==> src/rtl/pool_draw_manager_pkg.sv <==
// Shared definitions for the draw-without-replacement pool manager.
package pool_draw_manager_pkg;

   localparam int unsigned DefaultDepth = 90;
   localparam int unsigned DefaultAw    = 7;
   localparam int unsigned DefaultDw    = 7;

   typedef enum logic [2:0] {
      INIT,
      IDLE,
      RD_SEL,
      RD_LAST,
      WR_SEL,
      DONE,
      RET_WR
   } PoolState_t;

endpackage

==> src/rtl/pool_draw_manager.sv <==
// Pool of DEPTH values held in external RAM; a draw removes a slot by moving
// the last entry into it, a return appends a value at the end.
module pool_draw_manager
   import pool_draw_manager_pkg::*;
#(
   parameter int unsigned DEPTH = DefaultDepth,
   parameter int unsigned AW    = DefaultAw,
   parameter int unsigned DW    = DefaultDw
) (
   input  logic          Clk,
   input  logic          Reset,
   input  logic          DrawReq,
   input  logic [AW-1:0] DrawIdx,
   input  logic          ReturnReq,
   input  logic [DW-1:0] ReturnValue,
   output logic          DrawDone,
   output logic [DW-1:0] DrawValue,
   output logic          Busy,
   output logic [AW:0]   Count,
   output logic          Empty,
   output logic          Full,
   output logic          Error,
   output logic [AW-1:0] MemAddr,
   output logic [DW-1:0] MemWData,
   output logic          MemWE,
   output logic          MemStrobe,
   input  logic [DW-1:0] MemRData
);

   localparam logic [AW:0] DepthCnt = (AW+1)'(DEPTH);
   localparam logic [AW:0] OneCnt   = (AW+1)'(1);

   PoolState_t    state;
   logic [AW:0]   initIdx;
   logic [AW-1:0] selIdx;
   logic [DW-1:0] wDataReg;

   // The last entry's read data only arrives during WR_SEL, so it is written straight through.
   assign MemWData = (state == WR_SEL) ? MemRData : wDataReg;

   always_ff @(posedge Clk) begin
      if (Reset) begin
         state     <= INIT;
         initIdx   <= '0;
         selIdx    <= '0;
         wDataReg  <= '0;
         Count     <= '0;
         Empty     <= 1'b1;
         Full      <= 1'b0;
         Busy      <= 1'b1;
         DrawDone  <= 1'b0;
         DrawValue <= '0;
         Error     <= 1'b0;
         MemAddr   <= '0;
         MemWE     <= 1'b0;
         MemStrobe <= 1'b0;
      end else begin
         DrawDone  <= 1'b0;
         Error     <= 1'b0;
         MemWE     <= 1'b0;
         MemStrobe <= 1'b0;
         case (state)
            INIT: begin
               if (initIdx == DepthCnt) begin
                  Count <= DepthCnt;
                  Empty <= 1'b0;
                  Full  <= 1'b1;
                  Busy  <= 1'b0;
                  state <= IDLE;
               end else begin
                  MemAddr   <= AW'(initIdx);
                  wDataReg  <= DW'(initIdx + OneCnt);
                  MemWE     <= 1'b1;
                  MemStrobe <= 1'b1;
                  initIdx   <= initIdx + OneCnt;
               end
            end
            IDLE: begin
               if (DrawReq) begin
                  if ({1'b0, DrawIdx} >= Count) begin
                     Error <= 1'b1;
                  end else begin
                     selIdx    <= DrawIdx;
                     MemAddr   <= DrawIdx;
                     MemStrobe <= 1'b1;
                     Busy      <= 1'b1;
                     state     <= RD_SEL;
                  end
               end else if (ReturnReq) begin
                  if (Full) begin
                     Error <= 1'b1;
                  end else begin
                     MemAddr   <= AW'(Count);
                     wDataReg  <= ReturnValue;
                     MemWE     <= 1'b1;
                     MemStrobe <= 1'b1;
                     Busy      <= 1'b1;
                     state     <= RET_WR;
                  end
               end
            end
            RD_SEL: begin
               MemAddr   <= AW'(Count - OneCnt);
               MemStrobe <= 1'b1;
               state     <= RD_LAST;
            end
            RD_LAST: begin
               DrawValue <= MemRData;
               MemAddr   <= selIdx;
               MemWE     <= 1'b1;
               MemStrobe <= 1'b1;
               state     <= WR_SEL;
            end
            WR_SEL: begin
               wDataReg <= MemRData;
               DrawDone <= 1'b1;
               Count    <= Count - OneCnt;
               Empty    <= (Count == OneCnt);
               Full     <= 1'b0;
               state    <= DONE;
            end
            DONE: begin
               Busy  <= 1'b0;
               state <= IDLE;
            end
            RET_WR: begin
               Count <= Count + OneCnt;
               Empty <= 1'b0;
               Full  <= ((Count + OneCnt) == DepthCnt);
               Busy  <= 1'b0;
               state <= IDLE;
            end
            default: begin
               initIdx <= '0;
               Busy    <= 1'b1;
               state   <= INIT;
            end
         endcase
      end
   end

endmodule

==> config.mk <==
export PLATFORM = sky130hd
export DESIGN_NAME = pool_draw_manager
export DESIGN_NICKNAME = d
export VERILOG_FILES = /design/src/rtl/pool_draw_manager_pkg.sv /design/src/rtl/pool_draw_manager.sv
export SDC_FILE = /design/constraint.sdc
export NUM_CORES = 1
export LEC_CHECK = 0
export ABC_CLOCK_PERIOD_IN_PS = 4000
export CAP_MARGIN = 5
export CELL_PAD_IN_SITES_DETAIL_PLACEMENT = 2
export CELL_PAD_IN_SITES_GLOBAL_PLACEMENT = 2
export CORE_MARGIN = 3
export CORE_UTILIZATION = 41
export CTS_BUF_LIST = sky130_fd_sc_hd__clkbuf_4 sky130_fd_sc_hd__clkbuf_8
export CTS_CLUSTER_DIAMETER = 120
export DETAILED_ROUTE_END_ITERATION = 10
export DONT_BUFFER_PORTS = 1
export HOLD_SLACK_MARGIN = 0.05
export PLACE_DENSITY = 0.95
export SLEW_MARGIN = 10
export SYNTH_ARGS = -nofsm -noshare
export SYNTH_HDL_FRONTEND = slang
export SYNTH_SLANG_ARGS = --single-unit
==> constraint.sdc <==
create_clock -name Clk -period 4 [get_ports Clk]
set_input_delay 0.6 -clock Clk [delete_from_list [all_inputs] [get_ports Clk]]
set_output_delay 0.6 -clock Clk [all_outputs]
set_load 0.005 [all_outputs]
==> results of run 1 <==
[cells in the final DEF, fill, tap and decap left out, drive strengths merged, types with 5 or more instances in the layout]
cell     n
a211oi  11
a21oi   33
a221oi   5
a31oi    8
clkbuf   5
dfxtp   54
ha      13
inv     14
mux2     5
mux2i   12
nand2   58
nand2b   8
nand3   16
nor2    43
nor2b   11
nor3    16
o211ai   5
o21ai   18
o22ai    5
or3      7
xnor2    7
xor2     5
[registers in the layout, indices dropped and copies added (netlist names)]
name,cells
Busy,1
Count,8
DrawDone,1
DrawValue,7
Empty,1
Error,1
Full,1
MemAddr,7
MemStrobe,1
MemWE,1
initIdx,8
selIdx,7
state,3
wDataReg,7
[per-stage QoR]
step           power (uW)  instance area, um^2  setup WS, ns  hold WS, ns
4_1_cts              2450                 3600         0.929        0.326
2_1_floorplan        1670                 3490          1.63        0.437
3_3_place_gp         1920                 3510          1.34        0.441
5_1_grt              2620                 3600         0.723        0.320
3_5_place_dp         2060                 3510          1.05        0.474
6_report             2490                 3600         0.811        0.318
[worst register-to-register path: stages, from the launching register on]
cell and delay, ns:
dfxtp_1 0.63, inv_1 0.21, ha_1 0.37, a21o_1 0.20, a31oi_1 0.28, o21ai_1 0.23, o41a_1 0.64, mux2_4 0.40
[power groups by stage]
stage	Sequential (uW)	Clock, uW	Combinational [uW]
floorplan	736	0	932
global placement	840	0	1080
detailed placement	862	0	1200
CTS	856	342	1250
global route	878	363	1380
finish	861	348	1280
[layer usage]
layer / share of wire / global-route usage / up-vias
met5: 0 / 0 / -
met4: 0.043 / 0.136 / 0
met3: 0.079 / 0.0664 / 59
met2: 0.48 / 0.520 / 223
met1: 0.40 / 0.402 / 1851
li1: - / - / 1568
[synth_stat cells (all sizes together), types with 11 or more instances]
master	count	area, um^2
ha	13	163
mux2i	12	120
a211oi	11	82.6
nor2	43	161
nor3	16	80.1
buf	14	78.8
o21ai	18	90.1
nand3	16	80.1
a21oi	33	165
inv	14	52.6
dfxtp	54	1080
clkbuf	18	67.6
nand2	58	218
nor2b	11	68.8
[layout make-up]
class | count | area [um^2] | share of cell area
well taps | 105 | 131 | 0.0365
flip-flops and latches | 54 | 1080 | 0.300
clock buffers | 5 | 68.8 | 0.0191
repair buffers | 4 | 30.0 | 0.00833
clock inverters | 3 | 26.3 | 0.00729
multi-input cells | 349 | 2210 | 0.614
inverters | 14 | 52.6 | 0.0146
[kinds of logic after synthesis]
logic type	count (synthesis)
adder cells (fa/ha/maj)	13
multiplexers	17
AO/OA/AOI/OAI	120
AND/OR/NAND/NOR	187
flip-flops	54
XOR/XNOR	12
buffers and inverters	46
[worst min-delay path by stage]
stage                  from  depth (start not counted)      endpoint  slack, ns
3_5_place_dp   DrawValue[6]                          2  DrawValue[6]       0.47
3_3_place_gp    wDataReg[3]                          2   wDataReg[3]       0.44
6_report              Reset                          1  DrawValue[6]       0.32
2_1_floorplan   wDataReg[3]                          2   wDataReg[3]       0.44
5_1_grt               Reset                          1  DrawValue[4]       0.32
4_1_cts               Reset                          1  DrawValue[4]       0.33
==> run_results.csv, run 1 <==
group,metric,value,unit
run_status,outcome,"complete, no violations",
clock_tree,insertion_delay,0.33,ns
clock_tree,postCtsSetupRepairBufs,0,
clock_tree,htreeDepth,2,
detailed_routing,drt_wl_total,15200,um
worst_setup_path,reg2reg_to,"MemAddr[4]",
logic_synthesis,synth_cells,449,
worst_setup_path,ff2ff_setup_slack,0.93,ns
logic_synthesis,synthAdderAreaFrac,0.0466,
worst_setup_path,path_class,"reg -> out",
global_route,grt_pass1_wl,24100,um
logic_synthesis,async_flop_share,0,
worst_setup_path,cp.arrival,2.59,ns
worst_hold_path,hold_class,"in -> reg",
timing,final_max_slew_viol_count,0,
power_and_ir_drop,pwr-share-seq,0.345,
timing,clock_skew,0.0149,ns
power_and_ir_drop,pwr-share-clk,0.140,
clock_tree,cts_root_buf,"clkbuf_8",
global_route,antenna_found_initial,0,
die,num_rows,33,
logic_synthesis,synthXorXnorAreaFrac,0.0301,
global_route,grt_max_degree,60,
timing,post-route-min-period,3.19,ns
layout,drive_gt1_frac,0.0723,
worst_setup_path,path_depth,5,
worst_setup_path,path_buf_inv,2,
detailed_routing,viasPerCell,6.93,
worst_setup_path,required,3.40,ns
clock_tree,cts_sinks,54,
worst_setup_path,critPathSlowestCell,"dfxtp_1",
layout,utilization,0.436,
timing,rsz0062_at_grt,"false",
timing,worst_pin_slew,1.11,ns
logic_synthesis,ys_ff_latch,54,
logic_synthesis,synth_compound_area_frac,0.234,
worst_setup_path,crit_start,"state[2]",
logic_synthesis,avgSynthCellArea,7.77,um^2
clock_tree,cts-resized-gates,0,
placement,port_buffers,0,
die,io-pin-count,61,
placement,dpl.hpwl,10600,um
logic_synthesis,synth.mux.area_fraction,0.0560,
worst_setup_path,max_stage_delay,1.07,ns
power_and_ir_drop,power.switching,1260,uW
global_route,grt_pass1_vias,4010,
placement,place.gp.congestion,0.921,
logic_synthesis,synth_top_family_by_area,"simple AND/OR/NAND/NOR gates",
logic_synthesis,yosysSeqAreaShare,0.310,
layout,final_nets,466,
logic_synthesis,yosysWarningCount,0,
clock_tree,cts_made_buffers,5,
timing,finalSetupViolCount,0,
layout,stdcell_count,534,
die,core-area,8260,um^2
timing,max_freq,314,MHz
worst_setup_path,crit_path_end_kind,"output port",
job,maxCapViolations,0,
placement,dp.cells,526,
worst_setup_path,worstPathMaxFanout,29,
timing,fin_tns_setup,0,ns
die,dieArea,9650,um^2
clock_tree,cts_tree,"done",
detailed_routing,via_count,3701,
layout,fill_cells,940,
worst_setup_path,reg2reg_from,"Count[2]",
layout,diodes,0,
timing,finalHoldViolations,0,
logic_synthesis,synth_edf_count,0,
die,start_util,0.422,
logic_synthesis,syn-cell-area,3490,um^2
logic_synthesis,synthSimpleGateAreaFrac,0.266,
power_and_ir_drop,p_comb_frac,0.515,
worst_setup_path,crit_path_frequent_cell,"nand2_1",
die,die_h,98.2,um
global_route,overflow,0,
clock_tree,cts_hold_buf,0,
power_and_ir_drop,p_sw_frac,0.507,
power_and_ir_drop,p_per_area,692,nW/um^2
global_route,grtUsageTotal,0.316,
power_and_ir_drop,vdd_ir_drop_max,0.262,mV
worst_setup_path,critPathCapture,"MemWData[1]",
power_and_ir_drop,internal_power,1230,uW
die,die_x,98.2,um
detailed_routing,drtIter0Drc,348,
logic_synthesis,synth_cell_types,67,
logic_synthesis,syn_nets,487,
worst_setup_path,r2r_cells,7,
timing,fin_crit_sh,0.797,
detailed_routing,ant_nets,0,
detailed_routing,firstDrtPassIters,5,
worst_setup_path,cp_top_family,"flip-flops",
clock_tree,cts.path.max_buffers,2,
power_and_ir_drop,power_leakage,0.00134,uW
worst_setup_path,worstPathCellList,"inv_1, nor3_2, buf_4, nand2_1, nand2_1",
detailed_routing,drc,0,
worst_setup_path,worstSetupStartpointType,"register",
layout,syn_to_final_growth,3.30,%
timing,relSlewSlack,0.259,
clock_tree,path_clk_slew,0.12,ns
detailed_routing,wl_per_cell,28.5,um
logic_synthesis,ys.flop_type,"dfxtp_1",
Note: power is estimated with default switching activity, not from simulation.
==> run 2: changes to the inputs <==
--- a/config.mk
+++ b/config.mk
@@ -5,18 +5,19 @@
 export SDC_FILE = /design/constraint.sdc
 export NUM_CORES = 1
 export LEC_CHECK = 0
-export ABC_CLOCK_PERIOD_IN_PS = 4000
+export ABC_AREA = 1
+export ABC_CLOCK_PERIOD_IN_PS = 3000
 export CAP_MARGIN = 5
 export CELL_PAD_IN_SITES_DETAIL_PLACEMENT = 2
 export CELL_PAD_IN_SITES_GLOBAL_PLACEMENT = 2
 export CORE_MARGIN = 3
-export CORE_UTILIZATION = 41
+export CORE_UTILIZATION = 36
 export CTS_BUF_LIST = sky130_fd_sc_hd__clkbuf_4 sky130_fd_sc_hd__clkbuf_8
 export CTS_CLUSTER_DIAMETER = 120
 export DETAILED_ROUTE_END_ITERATION = 10
 export DONT_BUFFER_PORTS = 1
 export HOLD_SLACK_MARGIN = 0.05
-export PLACE_DENSITY = 0.95
+export PLACE_DENSITY = 0.91
 export SLEW_MARGIN = 10
 export SYNTH_ARGS = -nofsm -noshare
 export SYNTH_HDL_FRONTEND = slang
==> constraint.sdc (replaced) <==
create_clock -name Clk -period 3 [get_ports Clk]
set_input_delay 0.45 -clock Clk [delete_from_list [all_inputs] [get_ports Clk]]
set_output_delay 0.45 -clock Clk [all_outputs]
set_load 0.005 [all_outputs]
==> run_results.csv, run 2 <==
group,metric,value,unit
run_status,outcome,"complete, no violations",
die,start_util,0.374,
placement,dpl.hpwl,9660,um
logic_synthesis,synth_compound_area_frac,0.173,
detailed_routing,drtIter0Drc,109,
timing,setup_ws,0.714,ns
logic_synthesis,syn-cell-area,3280,um^2
global_route,overflow,0,
power_and_ir_drop,p_per_area,374,nW/um^2
logic_synthesis,synth_cells,476,
timing,finalSetupViolCount,0,
logic_synthesis,synthXorXnorAreaFrac,0.0294,
logic_synthesis,synth_cell_types,39,
die,num_rows,34,
layout,stdcell_count,584,
layout,final_nets,513,
worst_setup_path,worstSetupStartpointType,"register",
power_and_ir_drop,internal_power,933,uW
logic_synthesis,yosysWarningCount,0,
clock_tree,cts_tree,"done",
logic_synthesis,synth_commonest_cells,"nand2_1 (100), nor2_1 (67), dfxtp_1 (54), o21ai_0 (47), inv_1 (46)",
timing,clock_skew,0.0150,ns
layout,final_common_cell,"nand2_1",
worst_setup_path,crit_path_end_kind,"register",
detailed_routing,via_count,3338,
timing,rsz0062_at_grt,"false",
worst_setup_path,path_class,"reg -> reg",
clock_tree,cts.path.max_buffers,2,
timing,fin_tns_setup,0,ns
clock_tree,cts_root_buf,"clkbuf_8",
power_and_ir_drop,pwr-share-clk,0.364,
clock_tree,cts_hold_buf,0,
clock_tree,postCtsSetupRepairBufs,0,
clock_tree,insertion_delay,0.33,ns
global_route,antenna_found_initial,0,
logic_synthesis,synth.mux.area_fraction,0,
power_and_ir_drop,finalPower,1300,uW
timing,fin_crit_sh,0.762,
timing,finalHoldViolations,0,
worst_setup_path,critPathSlowestCell,"dfxtp_1",
die,core-area,8760,um^2
placement,dp.cells,576,
logic_synthesis,synth_top_area_share,0.330,
worst_setup_path,max_stage_delay,0.55,ns
clock_tree,cts_sinks,54,
logic_synthesis,async_flop_share,0,
global_route,grt_pass1_vias,3692,
detailed_routing,ant_nets,0,
detailed_routing,drt_wl_total,12700,um
power_and_ir_drop,p_comb_frac,0.064,
global_route,grt_pass1_wl,20300,um
worst_setup_path,path_buf_inv,3,
timing,post-route-min-period,2.29,ns
placement,port_buffers,0,
detailed_routing,drc,0,
global_route,grt_max_degree,26,
logic_synthesis,synthAdderAreaFrac,0.0496,
layout,most-common-layout-cells,"nand2_1 (100), nor2_1 (67), dfxtp_1 (54)",
power_and_ir_drop,vdd_ir_drop_max,0.200,mV
power_and_ir_drop,power.switching,362,uW
job,maxCapViolations,0,
timing,worst_pin_slew,0.792,ns
logic_synthesis,synth_most_common_cell,"nand2_1",
placement,place.gp.congestion,0.854,
worst_setup_path,cp.arrival,2.51,ns
die,die_x,101,um
layout,top_regs,"Count x8, initIdx x8",
worst_setup_path,worstPathMaxFanout,15,
clock_tree,cts_made_buffers,5,
power_and_ir_drop,p_sw_frac,0.280,
logic_synthesis,ys_ff_latch,54,
detailed_routing,viasPerCell,5.72,
layout,drive_gt1_frac,0.0966,
logic_synthesis,syn_nets,514,
die,io-pin-count,61,
die,die_h,101,um
timing,relSlewSlack,0.471,
logic_synthesis,yosysSeqAreaShare,0.330,
detailed_routing,wl_per_cell,21.7,um
worst_setup_path,cp_top_family,"simple AND/OR/NAND/NOR gates",
timing,max_freq,437,MHz
worst_setup_path,crit_path_frequent_cell,"nand2_1",
logic_synthesis,synth_top_family_by_area,"simple AND/OR/NAND/NOR gates",
layout,diodes,0,
placement,dp_slack,0.751,ns
logic_synthesis,ys.flop_type,"dfxtp_1",
clock_tree,path_clk_slew,0.12,ns
worst_setup_path,ff2ff_setup_slack,0.71,ns
die,dieArea,10300,um^2
global_route,grtUsageTotal,0.253,
logic_synthesis,yosys-top-cells-area,"dfxtp_1 (33%), nand2_1 (11%), nor2_1 (7.7%), o21ai_0 (7.2%), inv_1 (5.3%)",
logic_synthesis,avgSynthCellArea,6.88,um^2
worst_hold_path,hold_class,"in -> reg",
logic_synthesis,synth_edf_count,0,
clock_tree,cts-resized-gates,0,
layout,syn_to_final_growth,5.57,%
logic_synthesis,synthSimpleGateAreaFrac,0.327,
detailed_routing,firstDrtPassIters,4,
power_and_ir_drop,power_leakage,0.00147,uW
worst_setup_path,required,3.23,ns
power_and_ir_drop,pwr-share-seq,0.572,
logic_synthesis,yosys.area.top_type,"dfxtp_1",
timing,final_max_slew_viol_count,0,
worst_setup_path,worstPathCellList,"inv_1, ha_1, nand2_1, inv_1, nand2_1, nand2_1, nand2_1, nand4_4, nand2_4, inv_2, nor2_1, nor2_1",
clock_tree,htreeDepth,2,
[run 2: changes by cell type in the layout (fill, tap and decap cells not counted), moves of 12 or more]
cell	delta
inv_1	+32
mux2i_1	-12
nand2_1	+42
nor2_1	+24
o21ai_0	+30
o21ai_1	+14
[run 2: cells by family after synthesis]
kind of cell               Yosys count
buffers and inverters               67
DFF                                 54
AOI/OAI and AO/OA                  104
adders and majority gates           13
and+or+nand+nor                    227
xor gates and xnor gates            11
[run 2: area by class of cell]
class	instances	area [um^2]
fillers	1069	5300
multi-input cells	355	1900
flip-flops and latches	54	1080
inverters	55	216
well taps	108	135
clock buffers	5	68.8
repair buffers	4	30.0
clock inverters	3	28.8
[run 2: per-layer routing]
| metal | track usage | share of wire |
|---|---|---|
| met5 | 0 | 0 |
| met4 | 0.0869 | 0.029 |
| met3 | 0.0406 | 0.042 |
| met2 | 0.443 | 0.50 |
| met1 | 0.314 | 0.43 |
[run 2: power by group through the flow]
stage	clock network (uW)	logic, uW	registers [uW]
global route	510	92.8	742
CTS	478	82.6	740
global placement	0	73.6	755
detailed placement	0	80.4	756
finish	472	82.7	741
floorplan	0	59.9	751
[run 2: worst paths after layout]
kind | cells after the start | start | to
worst max-delay path | 12 | Count[3] | MemAddr[1]
worst min-delay path | 1 | Reset | Count[5]
worst min register to register | 2 | selIdx[6] | selIdx[6]
worst max register to register | 12 | Count[3] | MemAddr[1]
[run 2: stage by stage]
step | area (um^2) | utilization | hold WS [ns]
floorplan | 3280 | - | 0.424
global placement | 3360 | 0.384 | 0.439
detailed placement | 3360 | 0.384 | 0.453
CTS | 3460 | 0.395 | 0.174
global route | 3460 | 0.395 | 0.174
finish | 3460 | 0.395 | 0.177
==> run 3: changes to the inputs <==
--- a/config.mk
+++ b/config.mk
@@ -6,7 +6,7 @@
 export NUM_CORES = 1
 export LEC_CHECK = 0
 export ABC_AREA = 1
-export ABC_CLOCK_PERIOD_IN_PS = 3000
+export ABC_CLOCK_PERIOD_IN_PS = 2200
 export CAP_MARGIN = 5
 export CELL_PAD_IN_SITES_DETAIL_PLACEMENT = 2
 export CELL_PAD_IN_SITES_GLOBAL_PLACEMENT = 2
==> constraint.sdc (replaced) <==
create_clock -name Clk -period 2.2 [get_ports Clk]
set_input_delay 0.33 -clock Clk [delete_from_list [all_inputs] [get_ports Clk]]
set_output_delay 0.33 -clock Clk [all_outputs]
set_load 0.005 [all_outputs]
==> run_results.csv, run 3 (same netlist as run 2, synthesis figures left out) <==
group,metric,value,unit
worst_setup_path,path_class,"reg -> reg",
die,die_x,101,um
die,die_h,101,um
global_route,grt_pass1_vias,3785,
timing,finalHoldViolations,0,
detailed_routing,viasPerCell,5.74,
timing,post-route-min-period,2.08,ns
clock_tree,htreeDepth,2,
detailed_routing,drc,0,
detailed_routing,ant_nets,0,
global_route,grt_pass1_wl,21600,um
die,core-area,8760,um^2
detailed_routing,drt_wl_total,13900,um
global_route,antenna_found_initial,0,
clock_tree,cts_tree,"done",
worst_setup_path,r2r_cells,9,
job,maxCapViolations,0,
worst_setup_path,required,2.43,ns
placement,place.gp.congestion,0.977,
detailed_routing,drtIter0Drc,217,
timing,final_max_slew_viol_count,0,
clock_tree,cts_sinks,54,
timing,rsz0062_at_grt,"true",
power_and_ir_drop,power_leakage,0.00154,uW
worst_setup_path,worstSetupStartpointType,"register",
worst_hold_path,hold_class,"in -> reg",
worst_setup_path,worstPathMaxFanout,11,
global_route,overflow,0,
detailed_routing,firstDrtPassIters,4,
layout,final_nets,526,
power_and_ir_drop,vdd_ir_drop_max,0.226,mV
power_and_ir_drop,p_per_area,497,nW/um^2
layout,drive_gt1_frac,0.127,
die,dieArea,10300,um^2
worst_hold_path,hold-path-cell-count,1,
worst_setup_path,crit_path_end_kind,"register",
timing,fin_tns_setup,0,ns
layout,top_regs,"Count x8, initIdx x8",
detailed_routing,via_count,3429,
global_route,grtUsageTotal,0.274,
layout,diodes,0,
placement,port_buffers,0,
timing,worst_pin_slew,0.459,ns
timing,fin_crit_sh,0.943,
clock_tree,cts_made_buffers,5,
placement,dpl.hpwl,10000,um
timing,finalSetupViolCount,0,
layout,utilization,0.408,
die,io-pin-count,61,
timing,clock_skew,0.0111,ns
timing,max_freq,482,MHz
die,start_util,0.374,
die,num_rows,34,
clock_tree,path_clk_slew,0.11,ns
layout,final_common_cell,"nand2_1",
timing,relSlewSlack,0.693,
layout,syn_to_final_growth,9.09,%
detailed_routing,wl_per_cell,23.3,um
clock_tree,cts_root_buf,"clkbuf_8",
global_route,grt_max_degree,22,
worst_setup_path,cp.arrival,2.30,ns
run_status,outcome,"complete, no violations",
clock_tree,insertion_delay,0.33,ns
clock_tree,cts.path.max_buffers,2,
layout,most-common-layout-cells,"nand2_1 (100), nor2_1 (67), dfxtp_1 (51)",
==> run 3: what timing repair did <==
item | 4_1_cts | 5_1_grt
pin swaps | 1 | 0
hold buffers | 1 | 0
setup endpoints to repair | 2 | 6
setup buffers | 1 | 0
gates resized for setup | 1 | 4
endpoints found under the hold margin | 5 | 0
==> run 3: layout make-up <==
type	count	area, um^2
multi-input combinational	355	1910
fill	1029	5190
clock buffer	5	68.8
inverter	55	216
clock inverter	3	28.8
sequential	54	1080
tap	108	135
timing repair buffer	17	130
==> run 3: path summary, 6_finish.rpt <==
| path | to | start | slack (ns) |
|---|---|---|---|
| setup / recovery | MemAddr[5] | state[0] | 0.12 |
| hold / removal | state[2] | Reset | 0.06 |
| setup reg to reg | MemAddr[5] | state[0] | 0.12 |
| hold reg to reg | selIdx[1] | selIdx[1] | 0.49 |
==> run 3: through the flow <==
step                worst slack (ns)  std cells  total power (uW)  area (um^2)  hold slack [ns]
finish                         0.125        597              1780         3570           0.0581
global route                 -0.0262        597              1840         3570           0.0517
CTS                           0.0759        597              1790         3560           0.0567
detailed placement            0.0981        587              1140         3440            0.407
global placement               0.245        587              1130         3440            0.404
floorplan                      0.481        476              1110         3280            0.407
==> run 3: report_power, final <==
| part | internal, uW | total (uW) | switching, uW |
|---|---|---|---|
| Combinational | 42.7 | 118 | 75.3 |
| Clock | 240 | 649 | 409 |
| Sequential | 992 | 1010 | 17.5 |
| Total | 1270 | 1780 | 502 |
==> run 3: per-layer routing <==
layer  vias up  global-route usage  part of all wire
li1       1571                   -                 -
met1      1708               0.318              0.41
met2       102               0.474              0.50
met3        48              0.0503             0.044
met4         0               0.149             0.051
met5         -                   0                 0
==> run 3: critical path: stages, from the launching register on <==
cell	delay [ns]
dfxtp_1	0.53
nand2_1	0.21
nor2_4	0.30
nand2_2	0.16
nor2_4	0.23
nor3_4	0.08
nand2_4	0.14
inv_2	0.09
nor2_1	0.17
nor2_1	0.07
